[config.mk]
export PLATFORM = sky130hd
export DESIGN_NAME = csi_frame_controller
export DESIGN_NICKNAME = d
export VERILOG_FILES = /design/src/rtl/csi_pkg.sv /design/src/rtl/csi_output_register.sv /design/src/rtl/csi_frame_controller.sv
export SDC_FILE = /design/constraint.sdc
export NUM_CORES = 1
export LEC_CHECK = 0
export ABC_AREA = 1
export CAP_MARGIN = 10
export CELL_PAD_IN_SITES_DETAIL_PLACEMENT = 1
export CELL_PAD_IN_SITES_GLOBAL_PLACEMENT = 1
export CORE_ASPECT_RATIO = 1.75
export CORE_UTILIZATION = 30
export DETAILED_ROUTE_END_ITERATION = 8
export PLACE_DENSITY_LB_ADDON = 0.1
export RECOVER_POWER = 50
export REMOVE_ABC_BUFFERS = 1
export SLEW_MARGIN = 5
export SYNTH_ARGS = -nofsm -noshare
export SYNTH_HDL_FRONTEND = slang
export SYNTH_SLANG_ARGS = --single-unit
[constraint.sdc]
create_clock -name clock -period 2.1 [get_ports clock]
set_input_delay 0.42 -clock clock [delete_from_list [all_inputs] [get_ports clock]]
set_output_delay 0.42 -clock clock [all_outputs]
set_load 0.01 [all_outputs]
[src/rtl/csi_pkg.sv]
// Shared CSI-2 capture definitions: data type codes, capture states and
// the long-packet classifier.
package csi_pkg;

  localparam logic [7:0] DT_FRAME_START = 8'h00;
  localparam logic [7:0] DT_FRAME_END   = 8'h01;
  localparam logic [7:0] DT_LINE_START  = 8'h02;
  localparam logic [7:0] DT_LINE_END    = 8'h03;
  localparam logic [7:0] DT_LONG_MIN    = 8'h18;
  localparam logic [7:0] DT_LONG_MAX    = 8'h2F;

  typedef enum logic [1:0] {
    IDLE  = 2'd0,
    ARMED = 2'd1,
    FRAME = 2'd2,
    LINE  = 2'd3
  } state_t;

  function automatic logic is_long_packet(input logic [7:0] data_type);
    return (data_type >= DT_LONG_MIN) && (data_type <= DT_LONG_MAX);
  endfunction

endpackage

[src/rtl/csi_output_register.sv]
// 32-bit valid/ready holding register. A word loads when the register is
// empty or the downstream accepts; a word arriving while stalled is dropped.
module csi_output_register (
  input  logic        clock,
  input  logic        reset,
  input  logic        in_valid,
  input  logic [31:0] in_data,
  input  logic        out_ready,
  output logic        out_valid,
  output logic [31:0] out_data,
  output logic        drop
);

  // Handshake: a word transfers in any cycle where out_valid && out_ready.
  logic        valid_q, valid_d;
  logic [31:0] data_q, data_d;
  logic        load;

  assign load = in_valid && (!valid_q || out_ready);
  assign drop = in_valid && valid_q && !out_ready;

  always_comb begin
    valid_d = valid_q;
    data_d  = data_q;
    if (load) begin
      valid_d = 1'b1;
      data_d  = in_data;
    end else if (out_ready) begin
      valid_d = 1'b0;
    end
  end

  always_ff @(posedge clock) begin
    if (reset) begin
      valid_q <= 1'b0;
      data_q  <= 32'd0;
    end else begin
      valid_q <= valid_d;
      data_q  <= data_d;
    end
  end

  assign out_valid = valid_q;
  assign out_data  = data_q;

endmodule

[src/rtl/csi_frame_controller.sv]
// Capture sequencer behind the CSI-2 packet receiver: arms, locks onto a
// virtual channel's frame, tracks line/word position and forwards payload.
module csi_frame_controller
  import csi_pkg::*;
#(
  parameter int LINE_WIDTH       = 12,
  parameter int WORD_INDEX_WIDTH = 14
) (
  input  logic                        clock,
  input  logic                        reset,
  input  logic                        capture_request,
  input  logic                        continuous,
  input  logic [1:0]                  vc_select,
  input  logic                        header_valid,
  input  logic [1:0]                  virtual_channel,
  input  logic [7:0]                  data_type,
  input  logic [15:0]                 word_count,
  input  logic                        payload_valid,
  input  logic [31:0]                 payload,
  output logic                        pixel_valid,
  output logic [31:0]                 pixel_data,
  input  logic                        pixel_ready,
  output logic [LINE_WIDTH-1:0]       line_index,
  output logic [WORD_INDEX_WIDTH-1:0] word_index,
  output logic                        frame_start,
  output logic                        line_start,
  output logic                        frame_end,
  output logic [15:0]                 frame_count,
  output logic                        busy,
  output logic                        error_protocol,
  output logic                        error_length,
  output logic                        error_overflow,
  output logic [1:0]                  debug_state
);

  state_t                      state_q, state_d, eff_state;
  logic [LINE_WIDTH-1:0]       line_q, line_d, line_inc;
  logic [WORD_INDEX_WIDTH-1:0] word_q, word_d;
  logic [16:0]                 expected_q, expected_d;
  logic [15:0]                 fcount_q, fcount_d;
  logic                        fs_q, fs_d, ls_q, ls_d, fe_q, fe_d;
  logic                        err_p_q, err_p_d, err_l_q, err_l_d, err_o_q, err_o_d;
  logic                        hdr_ok, handle_frame, offer, ovf_drop;

  assign hdr_ok   = header_valid && (virtual_channel == vc_select);
  assign line_inc = (line_q == '1) ? line_q : line_q + LINE_WIDTH'(1);

  always_comb begin
    state_d      = state_q;
    line_d       = line_q;
    word_d       = word_q;
    expected_d   = expected_q;
    fcount_d     = fcount_q;
    fs_d         = 1'b0;
    ls_d         = 1'b0;
    fe_d         = 1'b0;
    err_p_d      = err_p_q;
    err_l_d      = err_l_q;
    err_o_d      = err_o_q | ovf_drop;
    offer        = 1'b0;
    handle_frame = 1'b0;
    eff_state    = state_q;

    // The payload word is consumed before any header arriving in the same cycle.
    if (state_q == LINE && payload_valid) begin
      offer  = 1'b1;
      word_d = word_q + WORD_INDEX_WIDTH'(1);
      if (17'(word_q) == expected_q - 17'd1) begin
        eff_state = FRAME;
        line_d    = line_inc;
      end
    end
    state_d = eff_state;

    case (eff_state)
      IDLE:  if (capture_request || continuous) state_d = ARMED;
      ARMED: if (hdr_ok && data_type == DT_FRAME_START) begin
        state_d = FRAME;
        fs_d    = 1'b1;
        line_d  = '0;
      end
      FRAME: handle_frame = hdr_ok;
      LINE:  if (hdr_ok) begin
        err_l_d      = 1'b1;
        line_d       = line_inc;
        handle_frame = 1'b1;
      end
      default: state_d = IDLE;
    endcase

    if (handle_frame) begin
      state_d = FRAME;
      if (is_long_packet(data_type)) begin
        if (word_count != 16'd0) begin
          state_d    = LINE;
          ls_d       = 1'b1;
          word_d     = '0;
          expected_d = ({1'b0, word_count} + 17'd3) >> 2;
        end else begin
          err_l_d = 1'b1;
        end
      end else if (data_type == DT_FRAME_END) begin
        fe_d     = 1'b1;
        fcount_d = fcount_q + 16'd1;
        state_d  = continuous ? ARMED : IDLE;
      end else if (data_type == DT_FRAME_START) begin
        err_p_d = 1'b1;
        fs_d    = 1'b1;
        line_d  = '0;
      end
    end
  end

  always_ff @(posedge clock) begin
    if (reset) begin
      state_q    <= IDLE;
      line_q     <= '0;
      word_q     <= '0;
      expected_q <= 17'd0;
      fcount_q   <= 16'd0;
      fs_q       <= 1'b0;
      ls_q       <= 1'b0;
      fe_q       <= 1'b0;
      err_p_q    <= 1'b0;
      err_l_q    <= 1'b0;
      err_o_q    <= 1'b0;
    end else begin
      state_q    <= state_d;
      line_q     <= line_d;
      word_q     <= word_d;
      expected_q <= expected_d;
      fcount_q   <= fcount_d;
      fs_q       <= fs_d;
      ls_q       <= ls_d;
      fe_q       <= fe_d;
      err_p_q    <= err_p_d;
      err_l_q    <= err_l_d;
      err_o_q    <= err_o_d;
    end
  end

  csi_output_register u_out (
    .clock     (clock),
    .reset     (reset),
    .in_valid  (offer),
    .in_data   (payload),
    .out_ready (pixel_ready),
    .out_valid (pixel_valid),
    .out_data  (pixel_data),
    .drop      (ovf_drop)
  );

  assign line_index     = line_q;
  assign word_index     = word_q;
  assign frame_start    = fs_q;
  assign line_start     = ls_q;
  assign frame_end      = fe_q;
  assign frame_count    = fcount_q;
  assign busy           = (state_q != IDLE);
  assign error_protocol = err_p_q;
  assign error_length   = err_l_q;
  assign error_overflow = err_o_q;
  assign debug_state    = state_q;

endmodule

==> out/summary.txt <==
first-pass GRT wire length -> 32.0 mm
Synth Area per Inst -> 6.47 µm²
Routed wire per std cell -> 14.4 µm
n_diodes -> 0
initial DRC count -> 122
HP Start -> error_protocol
final global-route overflow total -> 0
Core ar. -> 0.0181 mm²
r2r worst-path depth -> 14
crit start category -> flip-flop
H-tree levels -> 3
IO Count -> 151
initial antenna violation count -> 0
Synth area leaders -> dfxtp_1 (35%), nand2_1 (12%), nor2_1 (9.8%)
CP startpoint -> expected_q[1]
First-pass DRT Iterations -> 4
minimum clock period -> 2.04 ns
endpoint type of the worst setup path -> flip-flop
Sink Count -> 98
Final Cycle Share -> 97.1%
most frequent cells in the layout -> nand2_1 (177), nor2_1 (132), inv_1 (110), clkdlybuf4s50_1 (100), buf_4 (94)
multi-input logic area -> 0.00329 mm²
Crit Path Max Fanout -> 6
Vias/cell -> 4.77
buffer depth of the longest clock path -> 2
total CTS buffers -> 9
Die Height -> 183 µm
GRT Util Overall -> 20.8%
final WL -> 19.5 mm
Async SR Flop Fraction -> 0%
r2r startpoint -> expected_q[1]
unrepaired setup endpoints after global routing -> yes
Cell Rows -> 65
number of synthesized flops with an enable pin -> 0
DR DRC count -> 0
Die X -> 105 µm
Worst Tran Pin Value -> 0.566 ns
CTS tree -> done
Hold Path Stages -> 2
fmax -> 491 MHz
final design utilization -> 48.2%
Final Hold Fails -> 0
Yosys Warn Count -> 0
flops & latches, synth -> 98
DR vias -> 6452
final-report max-slew violation count -> 0
Leak -> 4.09 nW
vias in the first global route -> 6738
largest net degree at the start of global routing -> 34
post-synth top area share -> 35.0%
fin nets -> 1185
Crit Path Category -> flip-flop to flip-flop
register area share after synthesis -> 35.0%
max_cap viols -> 0
minimum hold slack -> 0.453 ns
clk_skew -> 0.00424 ns
cell taking the most area after synthesis -> dfxtp_1
insertion delay to the later sink of the worst-skew pair -> 0.36 ns
share of cells above drive strength 1 -> 19.3%
final worst slack -> 0.0615 ns
most common cell after layout, fill and taps aside -> nand2_1
Finish-stage setup viols -> 0
Register Area -> 0.00197 mm²
reg2reg setup slack -> 0.06 ns
Post-Syn Area -> 0.00561 mm²
antenna viol nets, final -> 0
Root Driver -> clkbuf_16
Reg-to-Reg End -> line_index[10]
Post-DP HPWL -> 15.0 mm
total power -> 4.00 mW
die area -> 0.0193 mm²
FILL cells -> 2367
status -> finished clean
Worst Hold End -> error_protocol
Worst Hold Class -> flip-flop to flip-flop
crit path DAT -> 2.35 ns
critical path required time -> 2.42 ns
Synth Instances -> 868
I/O Buffers -> 150
top_reg_cell synth -> dfxtp_1
GPL Wtd Cong -> 0.797
area grow syn2layout -> 55.7%
Max VDD drop -> 483 µV
post-synth cell types -> 41
clock-pin slew on the worst setup and hold paths -> 0.07 ns
pre-CTS WS -> -0.392 ns
power per cell area -> 458 mW/mm²
Initial Utilization -> 30.9%
Max-slew headroom -> 62.2%
## worst max-delay path by stage
stage / cells after the start / endpoint
CTS: 15 / line_index[3]
finish: 14 / line_index[10]
floorplan: 7 / u_out.out_data[0]
global route: 14 / line_index[10]
detailed placement: 17 / word_index[7]
global placement: 17 / word_index[7]
## worst max-delay path, cell delays in order, from the launching register on
cell,delay [ns]
dfxtp_2,0.35
inv_2,0.05
ha_4,0.27
xor2_1,0.15
nand2_1,0.10
nor2_4,0.11
nand2_1,0.08
nor3_2,0.18
nand3_2,0.19
nand3_4,0.15
clkbuf_16,0.16
nand2_1,0.05
nand3_1,0.06
nand2_1,0.05
inv_1,0.04
## cells in the mapped netlist, types with 3 or more instances
| master | n |
|---|---|
| o21ai_0 | 64 |
| nand2_1 | 186 |
| ha_1 | 4 |
| xor2_1 | 23 |
| o21ai_1 | 4 |
| nor2_1 | 147 |
| dfxtp_1 | 98 |
| clkbuf_1 | 12 |
| o211ai_1 | 5 |
| inv_2 | 3 |
| o21bai_1 | 7 |
| buf_2 | 5 |
| nand3_1 | 46 |
| nor2_4 | 5 |
| nor4_1 | 4 |
| nand2_2 | 14 |
| xnor2_1 | 6 |
| nand4_1 | 29 |
| a21oi_1 | 39 |
| nor3_1 | 10 |
| inv_1 | 117 |
| nor2_2 | 11 |
## cell families (layout without fill, tap and decap cells)
kind of cell / count (synthesis) / after routing / share of synthesized area [%]
flip-flops: 98 / 98 / 35.0
AO/OA/AOI/OAI: 127 / 127 / 12.2
buffers and inverters: 143 / 394 / 10.1
XOR/XNOR: 29 / 29 / 4.53
adder cells (fa/ha/maj): 4 / 4 / 0.892
AND/OR/NAND/NOR: 467 / 467 / 37.4
## routing by layer
metal,track usage (%),vias to the layer above,routed length (µm)
met4,8.79,0,419
li1,-,3251,-
met2,40.0,110,10700
met1,21.4,3067,7510
met5,0,-,0
met3,4.55,24,830
## what timing repair did
action | CTS | global route
gates resized for setup | 14 | 67
setup buffers | 1 | 13
endpoints found under the setup margin | 19 | 53
pin swaps | 6 | 22
cloned | 0 | 1
hold buffers | 0 | 0
## through the flow
step / TNS [ns] / area (µm²) / std cells
final: 0 / 8740 / 1353
after global routing: -1.49 / 8740 / 1353
after CTS: -0.126 / 8420 / 1339
after detailed placement: -14.83 / 8050 / 1322
after global placement: -12.61 / 8050 / 1322
after floorplan: -15.98 / 5500 / 846
## registers in the layout (all words and copies together), names as in the netlist
register,count
u_out.out_data,32
frame_count,16
expected_q,15
word_index,14
line_index,12
debug_state,2
error_length,1
error_overflow,1
error_protocol,1
frame_end,1
frame_start,1
line_start,1
u_out.out_valid,1
## final cells by class
type | instances | area share (%)
Clock buffer | 12 | 2.94
Clock inverter | 4 | 0.673
Sequential cell | 98 | 22.5
Multi-Input combinational cell | 627 | 37.6
Timing Repair Buffer | 257 | 27.6
Tap cell | 234 | 3.35
Inverter | 121 | 5.31
## power by group
part / switching, mW / internal (mW) / leakage [nW]
sequential: 0.00166 / 1.86 / 0.792
clock: 0.806 / 1.00 / 0.155
combinational: 0.138 / 0.194 / 3.14
total: 0.946 / 3.06 / 4.09
Note: power is estimated with default switching activity, not from simulation.
